===== src/rtl/imem_loader_pkg.sv =====
// Shared IMEM definitions: loader FSM state encoding and IMEM geometry
// used by the loader, the IMEM itself and the fetch path.
package imem_loader_defs;

    localparam int IMEM_ADDR_WIDTH = 18;
    localparam int INST_BYTES      = 4;

    typedef enum logic [1:0] {
        S_IDLE  = 2'd0,
        S_RECV  = 2'd1,
        S_WRITE = 2'd2,
        S_DONE  = 2'd3
    } state_t;

endpackage


===== src/rtl/imem_byte_packer.sv =====
// Assembles incoming bytes into one little-endian instruction word.
// Byte 0 lands in bits [7:0], byte 3 in bits [31:24]. 'full' flags the
// load that completes the word, so the caller can switch to WRITE on
// that same edge while 'word' already holds all four lanes.
module imem_byte_packer
    import imem_loader_defs::*;
(
    input  logic                    clk,
    input  logic                    rst_n,
    input  logic                    load,
    input  logic                    clear,
    input  logic [7:0]              data,
    output logic                    full,
    output logic [INST_BYTES*8-1:0] word
);

    logic [1:0] idx;

    assign full = load && (idx == 2'(INST_BYTES - 1));

    // Lane index counter and assembly register; clear wins over load.
    always_ff @(posedge clk or negedge rst_n) begin
        if (!rst_n) begin
            idx  <= '0;
            word <= '0;
        end else if (clear) begin
            idx  <= '0;
            word <= '0;
        end else if (load) begin
            word[idx*8 +: 8] <= data;
            idx              <= idx + 2'd1;
        end
    end

endmodule


===== src/rtl/imem_loader.sv =====
// Boot/reload loader: takes a little-endian byte stream from the host
// receiver and writes it into IMEM as 32-bit words starting at
// BASE_ADDR, holding the core while the load runs. DATA_WIDTH must be 32.
module imem_loader
    import imem_loader_defs::*;
#(
    parameter int ADDR_WIDTH = IMEM_ADDR_WIDTH,
    parameter int DATA_WIDTH = INST_BYTES * 8,
    parameter int BASE_ADDR  = 0
) (
    input  logic                  clk,
    input  logic                  rst_n,
    input  logic                  start,
    input  logic [ADDR_WIDTH:0]   word_count,
    input  logic [7:0]            rx_data,
    input  logic                  rx_valid,
    output logic                  rx_ready,
    output logic                  mem_we,
    output logic [ADDR_WIDTH-1:0] mem_addr,
    output logic [DATA_WIDTH-1:0] mem_wdata,
    output logic                  busy,
    output logic                  cpu_hold,
    output logic                  done,
    output logic                  err
);

    // Words that fit between BASE_ADDR and the top of IMEM; anything larger
    // is rejected up front so the address counter can never wrap.
    localparam logic [ADDR_WIDTH:0]   LIMIT =
        (ADDR_WIDTH+1)'((64'd1 << ADDR_WIDTH) - 64'(BASE_ADDR));
    localparam logic [ADDR_WIDTH-1:0] BASE  = ADDR_WIDTH'(BASE_ADDR);

    state_t              state;
    logic [ADDR_WIDTH:0] remaining;
    logic                hs;
    logic                full;
    logic                clear;

    assign hs       = rx_valid & rx_ready;
    // Buffer is emptied after every write and kept empty while idle, so a
    // new load always starts at lane 0.
    assign clear    = (state == S_WRITE) || (state == S_IDLE);
    assign cpu_hold = busy;

    imem_byte_packer u_pack (
        .clk   (clk),
        .rst_n (rst_n),
        .load  (hs),
        .clear (clear),
        .data  (rx_data),
        .full  (full),
        .word  (mem_wdata)
    );

    // Load sequencer with registered handshake/strobe/status outputs.
    // mem_addr is only advanced when another word follows, so it keeps the
    // last written address after completion.
    always_ff @(posedge clk or negedge rst_n) begin
        if (!rst_n) begin
            state     <= S_IDLE;
            remaining <= '0;
            mem_addr  <= '0;
            rx_ready  <= 1'b0;
            mem_we    <= 1'b0;
            busy      <= 1'b0;
            done      <= 1'b0;
            err       <= 1'b0;
        end else begin
            mem_we <= 1'b0;
            done   <= 1'b0;
            err    <= 1'b0;
            case (state)
                S_IDLE: begin
                    if (start) begin
                        if (word_count > LIMIT) begin
                            err <= 1'b1;
                        end else if (word_count == '0) begin
                            state <= S_DONE;
                            busy  <= 1'b1;
                        end else begin
                            remaining <= word_count;
                            mem_addr  <= BASE;
                            rx_ready  <= 1'b1;
                            busy      <= 1'b1;
                            state     <= S_RECV;
                        end
                    end
                end
                S_RECV: begin
                    if (full) begin
                        rx_ready <= 1'b0;
                        mem_we   <= 1'b1;
                        state    <= S_WRITE;
                    end
                end
                S_WRITE: begin
                    remaining <= remaining - 1'b1;
                    if (remaining == (ADDR_WIDTH+1)'(1)) begin
                        state <= S_DONE;
                    end else begin
                        mem_addr <= mem_addr + 1'b1;
                        rx_ready <= 1'b1;
                        state    <= S_RECV;
                    end
                end
                S_DONE: begin
                    done  <= 1'b1;
                    busy  <= 1'b0;
                    state <= S_IDLE;
                end
                default: state <= S_IDLE;
            endcase
        end
    end

endmodule

===== config.mk =====
export PLATFORM = sky130hd
export DESIGN_NAME = imem_loader
export DESIGN_NICKNAME = d
export VERILOG_FILES = /design/src/rtl/imem_loader_pkg.sv /design/src/rtl/imem_byte_packer.sv /design/src/rtl/imem_loader.sv
export SDC_FILE = /design/constraint.sdc
export NUM_CORES = 1
export LEC_CHECK = 0
export CORE_ASPECT_RATIO = 0.8
export CORE_MARGIN = 5
export CORE_UTILIZATION = 24
export CTS_BUF_LIST = sky130_fd_sc_hd__clkbuf_2
export CTS_CLUSTER_SIZE = 24
export DETAILED_ROUTE_END_ITERATION = 10
export DONT_BUFFER_PORTS = 1
export MAX_ROUTING_LAYER = met4
export SETUP_SLACK_MARGIN = 0.1
export SLEW_MARGIN = 0
export SYNTH_ARGS = -nofsm -noshare
export SYNTH_HDL_FRONTEND = slang
export SYNTH_SLANG_ARGS = --single-unit

===== constraint.sdc =====
create_clock -name clk -period 2.05 [get_ports clk]
set_input_delay 0.1025 -clock clk [delete_from_list [all_inputs] [get_ports clk]]
set_output_delay 0.1025 -clock clk [all_outputs]
set_load 0.01 [all_outputs]

### Yosys cells after proc, flatten, opt, wreduce, memory -nomap -nowiden

Cells that the tools add are included.

* input bits: 31
* word-level logic and storage cells: 76
* bits in registers: 78

* multiplexer cells: 35
* add/subtract/negate cells: 4
* reductions and logical operators: 13
* magnitude comparators: 1
* shift operators: 2
* bitwise gates (word level): 1
* equal/unequal tests: 10

Operators by type and width (count)
* $mux 18: 4
* $mux 32: 2
* $mux 19: 3
* $pmux 19 s2: 1
* $pmux 18 s2: 1
* $neg 5->34: 1
* $shift 8x34->32 const A: 1
* $shiftx 8x34->32: 1
* $bwmux 32: 1
* $eq 19x1->1 const B: 1
* $gt 19x19->1 const B: 1
* $logic_not 19->1: 1
* $sub 19x1->19 const B: 1
* $add 18x1->18 const B: 1
* $mux 2: 7
* $mux 1: 13
* $ne 2x2->1 const B: 5
* $pmux 2 s4: 1
* $eq 2x2->1 const B: 3
* $reduce_and 3->1: 2
* $reduce_and 6->1: 1
* $reduce_bool 2->1: 3
* $reduce_and 5->1: 1
* $reduce_and 4->1: 1
* 9 further kinds: 9

### Longest topological paths before layout

* depth in word-level cells: 5
* depth in mapped cells: 9
* depth with buffers taken out: 8

### Cells and area by module

From an unflattened synthesis, not the netlist that was laid out.

* cell total of the unflattened synthesis: 439
* area, all modules: 4249.1 µm²

By module, submodules not included
* imem_loader: times used 1, area an instance 2675.1 µm², cells each 315, seq. area each 1101.1 µm²
* imem_byte_packer: times used 1, area an instance 1574.0 µm², cells each 124, seq. area each 850.8 µm²

### Worst setup path after synthesis

No wires, ideal clock.

* path kind: flip-flop to flip-flop
* from: register remaining[13]
* to: register mem_addr[14]
* arrival: 2.106 ns
* path buffers: 2
* cell stages (with the launch flop): 7
* clock period less this slack: 2.232 ns
* slack: -0.182 ns
* cells stage by stage: dfrtp_1 > or4_4 > or4_1 > buf_2 > o21a_1 > buf_6 > a221o_1

* longest elaborated chain between the ends: 3

Ends and longest elaborated chain
* start: declaration: RTL line imem_loader.sv:34 `logic [ADDR_WIDTH:0] remaining;`
* start signal: assignment: RTL line imem_loader.sv:81 `remaining <= word_count;`
* start signal: assignment: RTL line imem_loader.sv:97 `remaining <= remaining - 1'b1;`
* $eq 19x1->1: RTL line imem_loader.sv:98 `if (remaining == (ADDR_WIDTH+1)'(1)) begin`
* $ne 2x2->1 (no line)
* $reduce_and 5->1 (no line)
* end signal: assignment: RTL line imem_loader.sv:101 `mem_addr <= mem_addr + 1'b1;`
* end: declaration: RTL line imem_loader.sv:19 `output logic [ADDR_WIDTH-1:0] mem_addr,`

Every way passes these cells.
A chain may end at the register's enable or synchronous reset.

### Final worst setup path

* from: register remaining[13]
* to: register mem_addr[15]

Same word-level chain as after synthesis.

==> reports/results.txt <==
Top cells by area in the synthesized netlist - sky130_fd_sc_hd__dfrtp_1, sky130_fd_sc_hd__a22o_1, sky130_fd_sc_hd__a21oi_1
Congestion Overflow GR - 0
X dimension of the die - 152 um
Detailed-route DRC error count - 0
Crit-path max FO - 5
Clock Skews - 35.4 ps
Leakage dissipation - 2.04 nW
Maximum number of pins on one net before global-route repair - 79
RSZ-0062 raised after global routing - yes
Most frequent cells after synthesis - sky130_fd_sc_hd__dfrtp_1, sky130_fd_sc_hd__nand2_1, sky130_fd_sc_hd__a21oi_1
Ys async rst share - 100%
Violated checks - negative setup slack
Initial antenna violation count - 1
Depth of the worst register-to-register path - 7
Total number of clock tree sinks - 78
TritonCTS clock tree - yes
Number of placed I/O pins - 87
Mapped Area - 0.00387 mm^2
Final total negative setup slack - -783 ps
Cell taking the most area after synthesis - sky130_fd_sc_hd__dfrtp_1
Floorplan die area - 0.0188 mm^2
Net count of the finished layout - 510
Final weighted congestion in routability-driven placement - 0.840
Most numerous cell in the Yosys netlist - sky130_fd_sc_hd__dfrtp_1
Number of standard cells after synthesis - 406
Clock Tree Root - sky130_fd_sc_hd__clkbuf_2
Critical path required time - 2520 ps
Share of post-route cells with drive strength above 1 - 17.3%
WP data arrival - 2590 ps
CP startpoint kind - register
Max cap viols - 0
Maximum level of the CTS H-tree - 3
TritonRoute pass-1 iters - 5
Least-Margin Pin Slew - 690 ps
Final setup violation count - 17
Share of the yosys chip area belonging to registers - 50.4%
Part of the cycle the worst path needs - 104%
Routed vias - 3,621
Count of warnings emitted by yosys - 0
Prevailing post-synth register cell - sky130_fd_sc_hd__dfrtp_1
Flip-flop and latch count after synthesis - 78
Endpoint type of the worst setup path - register
Post-Synthesis Mean Instance Area - 9.54 um^2
Global-route wire length before repair - 19.1 mm
Post-route ant nets - 0
Power per unit of standard cell area - 1120 mW/mm^2
Clock latency on the worst-skew pair - 560 ps
FP Rows - 41
Vias in the first global route - 3,514
Run status - finished, violations left
Number of flops mapped to enable cells by yosys - 0
Number of buffers added by the clock tree synthesis step - 9
Post-DR wirelength/cell - 17.9 um
Min-Delay Path Class - primary input to asynchronous set/reset pin
Slew HR - 54.0%
Setup slack of the critical path after layout - -75.8 ps
Multi-input gate area in the final layout - 0.00190 mm^2
Clock period minus worst slack - 2130 ps
Sequential cell area - 0.00195 mm^2
Post-DP HPWL - 8.66 mm
Crit Path Category - register to register
Total Wirelength - 12.4 mm
Maximum clock frequency - 0.470 GHz
Net count after synthesis - 445
Area of the core - 0.0158 mm^2
VDD IR max - 0.309 mV
Hold slack - 65.4 ps
Via-per-instance ratio - 5.24
Number of fill cells in the layout - 1,691
Clock transition at the registers of the reported paths - 220 ps
Setup slack after placement - -195 ps
Starting density of the core - 24.5%
Detailed Route Iter0 Violations - 242
Maximum clock insertion buffer count - 2
Relative area change from synthesis to final layout - 27.6%
Overall die height - 124 um
Port Buffer Count - 0
Area fraction of the dominant cell type after synthesis - 50.4%
Total Routing Usage GR - 13.0%
Total count of max-transition violations in the final report - 0
Hold Violations, Final - 0
Synth cell types - 49
state kept, by name, indices dropped and copies added, names as in the netlist:
register,count
rx_ready,1
err,1
mem_addr,18
u_pack.idx,2
done,1
mem_we,1
state,2
busy,1
u_pack.word,32
remaining,19
placed cells by master, fill, tap and decap left out, types with 3 or more instances in the layout:
| cell type | count |
|---|---|
| sky130_fd_sc_hd__o21a_1 | 5 |
| sky130_fd_sc_hd__nor3_1 | 9 |
| sky130_fd_sc_hd__dlygate4sd3_1 | 30 |
| sky130_fd_sc_hd__o31ai_1 | 7 |
| sky130_fd_sc_hd__dfrtp_1 | 78 |
| sky130_fd_sc_hd__nand2b_1 | 4 |
| sky130_fd_sc_hd__nand4_1 | 5 |
| sky130_fd_sc_hd__a21oi_1 | 32 |
| sky130_fd_sc_hd__o32ai_1 | 4 |
| sky130_fd_sc_hd__a22o_1 | 26 |
| sky130_fd_sc_hd__nand2_1 | 40 |
| sky130_fd_sc_hd__buf_6 | 4 |
| sky130_fd_sc_hd__ha_1 | 8 |
| sky130_fd_sc_hd__o22ai_1 | 3 |
| sky130_fd_sc_hd__a21oi_2 | 4 |
| sky130_fd_sc_hd__a31oi_1 | 15 |
| sky130_fd_sc_hd__nor4_1 | 9 |
| sky130_fd_sc_hd__nor2_1 | 29 |
| sky130_fd_sc_hd__o22a_1 | 4 |
| sky130_fd_sc_hd__a211oi_1 | 3 |
| sky130_fd_sc_hd__inv_1 | 9 |
| sky130_fd_sc_hd__nand3b_1 | 3 |
| sky130_fd_sc_hd__nand3_1 | 14 |
| sky130_fd_sc_hd__o21ai_1 | 5 |
| sky130_fd_sc_hd__and3_1 | 3 |
| sky130_fd_sc_hd__clkbuf_2 | 12 |
| sky130_fd_sc_hd__o21ai_0 | 27 |
| sky130_fd_sc_hd__buf_4 | 41 |
per-layer routing:
layer	wire, um	GRT usage, %	up-vias	share of wire (%)
met1	5360	15.9	1794	43
met4	194	4.04	0	1.6
met5	0	-	-	0
met2	5670	19.7	141	46
li1	-	-	1673	-
met3	1140	5.77	13	9.2
worst paths after layout:
check,end,slack (ps),from
setup / recovery,mem_addr[15],-80,remaining[13]
hold / removal,u_pack.word[2],70,rst_n
setup reg to reg,mem_addr[15],-80,remaining[13]
hold reg to reg,remaining[9],560,remaining[9]
max in group asynchronous,u_pack.word[14],1590,rst_n
min in group clk,rx_ready,100,word_count[18]
critical path, cell delays in order, from the launching register on:
cell and delay, ps:
sky130_fd_sc_hd__dfrtp_1 430, sky130_fd_sc_hd__or4_4 540, sky130_fd_sc_hd__or4_4 470, sky130_fd_sc_hd__nor2_2 160, sky130_fd_sc_hd__buf_6 140, sky130_fd_sc_hd__buf_4 130, sky130_fd_sc_hd__o31ai_1 80, sky130_fd_sc_hd__o41ai_1 90
cell type report:
| class | instances | share of cell area (%) |
|---|---|---|
| sequential | 78 | 39.5 |
| multi-input combinational | 297 | 38.6 |
| timing repair buffer | 76 | 13.8 |
| tap | 215 | 5.45 |
| clock buffer | 12 | 1.22 |
| clock inverter | 2 | 0.709 |
| inverter | 9 | 0.684 |
| antenna | 2 | 0.101 |
per-stage QoR:
stage	cell area (um^2)	total power (W)	util [%]	std cells
3_5_place_dp	4390	0.00453	27.8	642
2_1_floorplan	3890	0.00372	-	406
6_report	4940	0.00555	31.3	691
5_1_grt	4940	0.00594	31.2	690
4_1_cts	4880	0.00549	30.9	687
3_3_place_gp	4390	0.00444	27.8	642
power breakdown:
part           internal, W  total [W]  switching, W
sequential         0.00193    0.00249      0.000558
clock             0.000283   0.000810      0.000528
combinational     0.000928    0.00225       0.00132
total              0.00314    0.00555       0.00241
logic make-up after synthesis:
logic type,count (synthesis),share of synthesized area (%)
flip-flops,78,50.4
AO/OA/AOI/OAI,149,25.5
adder cells (fa/ha/maj),8,2.58
AND/OR/NAND/NOR,138,17.6
XOR/XNOR,1,0.226
multiplexers,1,0.258
buffers and inverters,31,3.39
what timing repair did:
action | 4_1_cts | 5_1_grt
endpoints found under the hold margin | 135 | 0
endpoints found under the setup margin | 22 | 25
setup buffers | 0 | 2
pin swaps | 2 | 2
hold buffers | 31 | 0
resized for setup | 17 | 8
(Power assumes the default switching activity.)
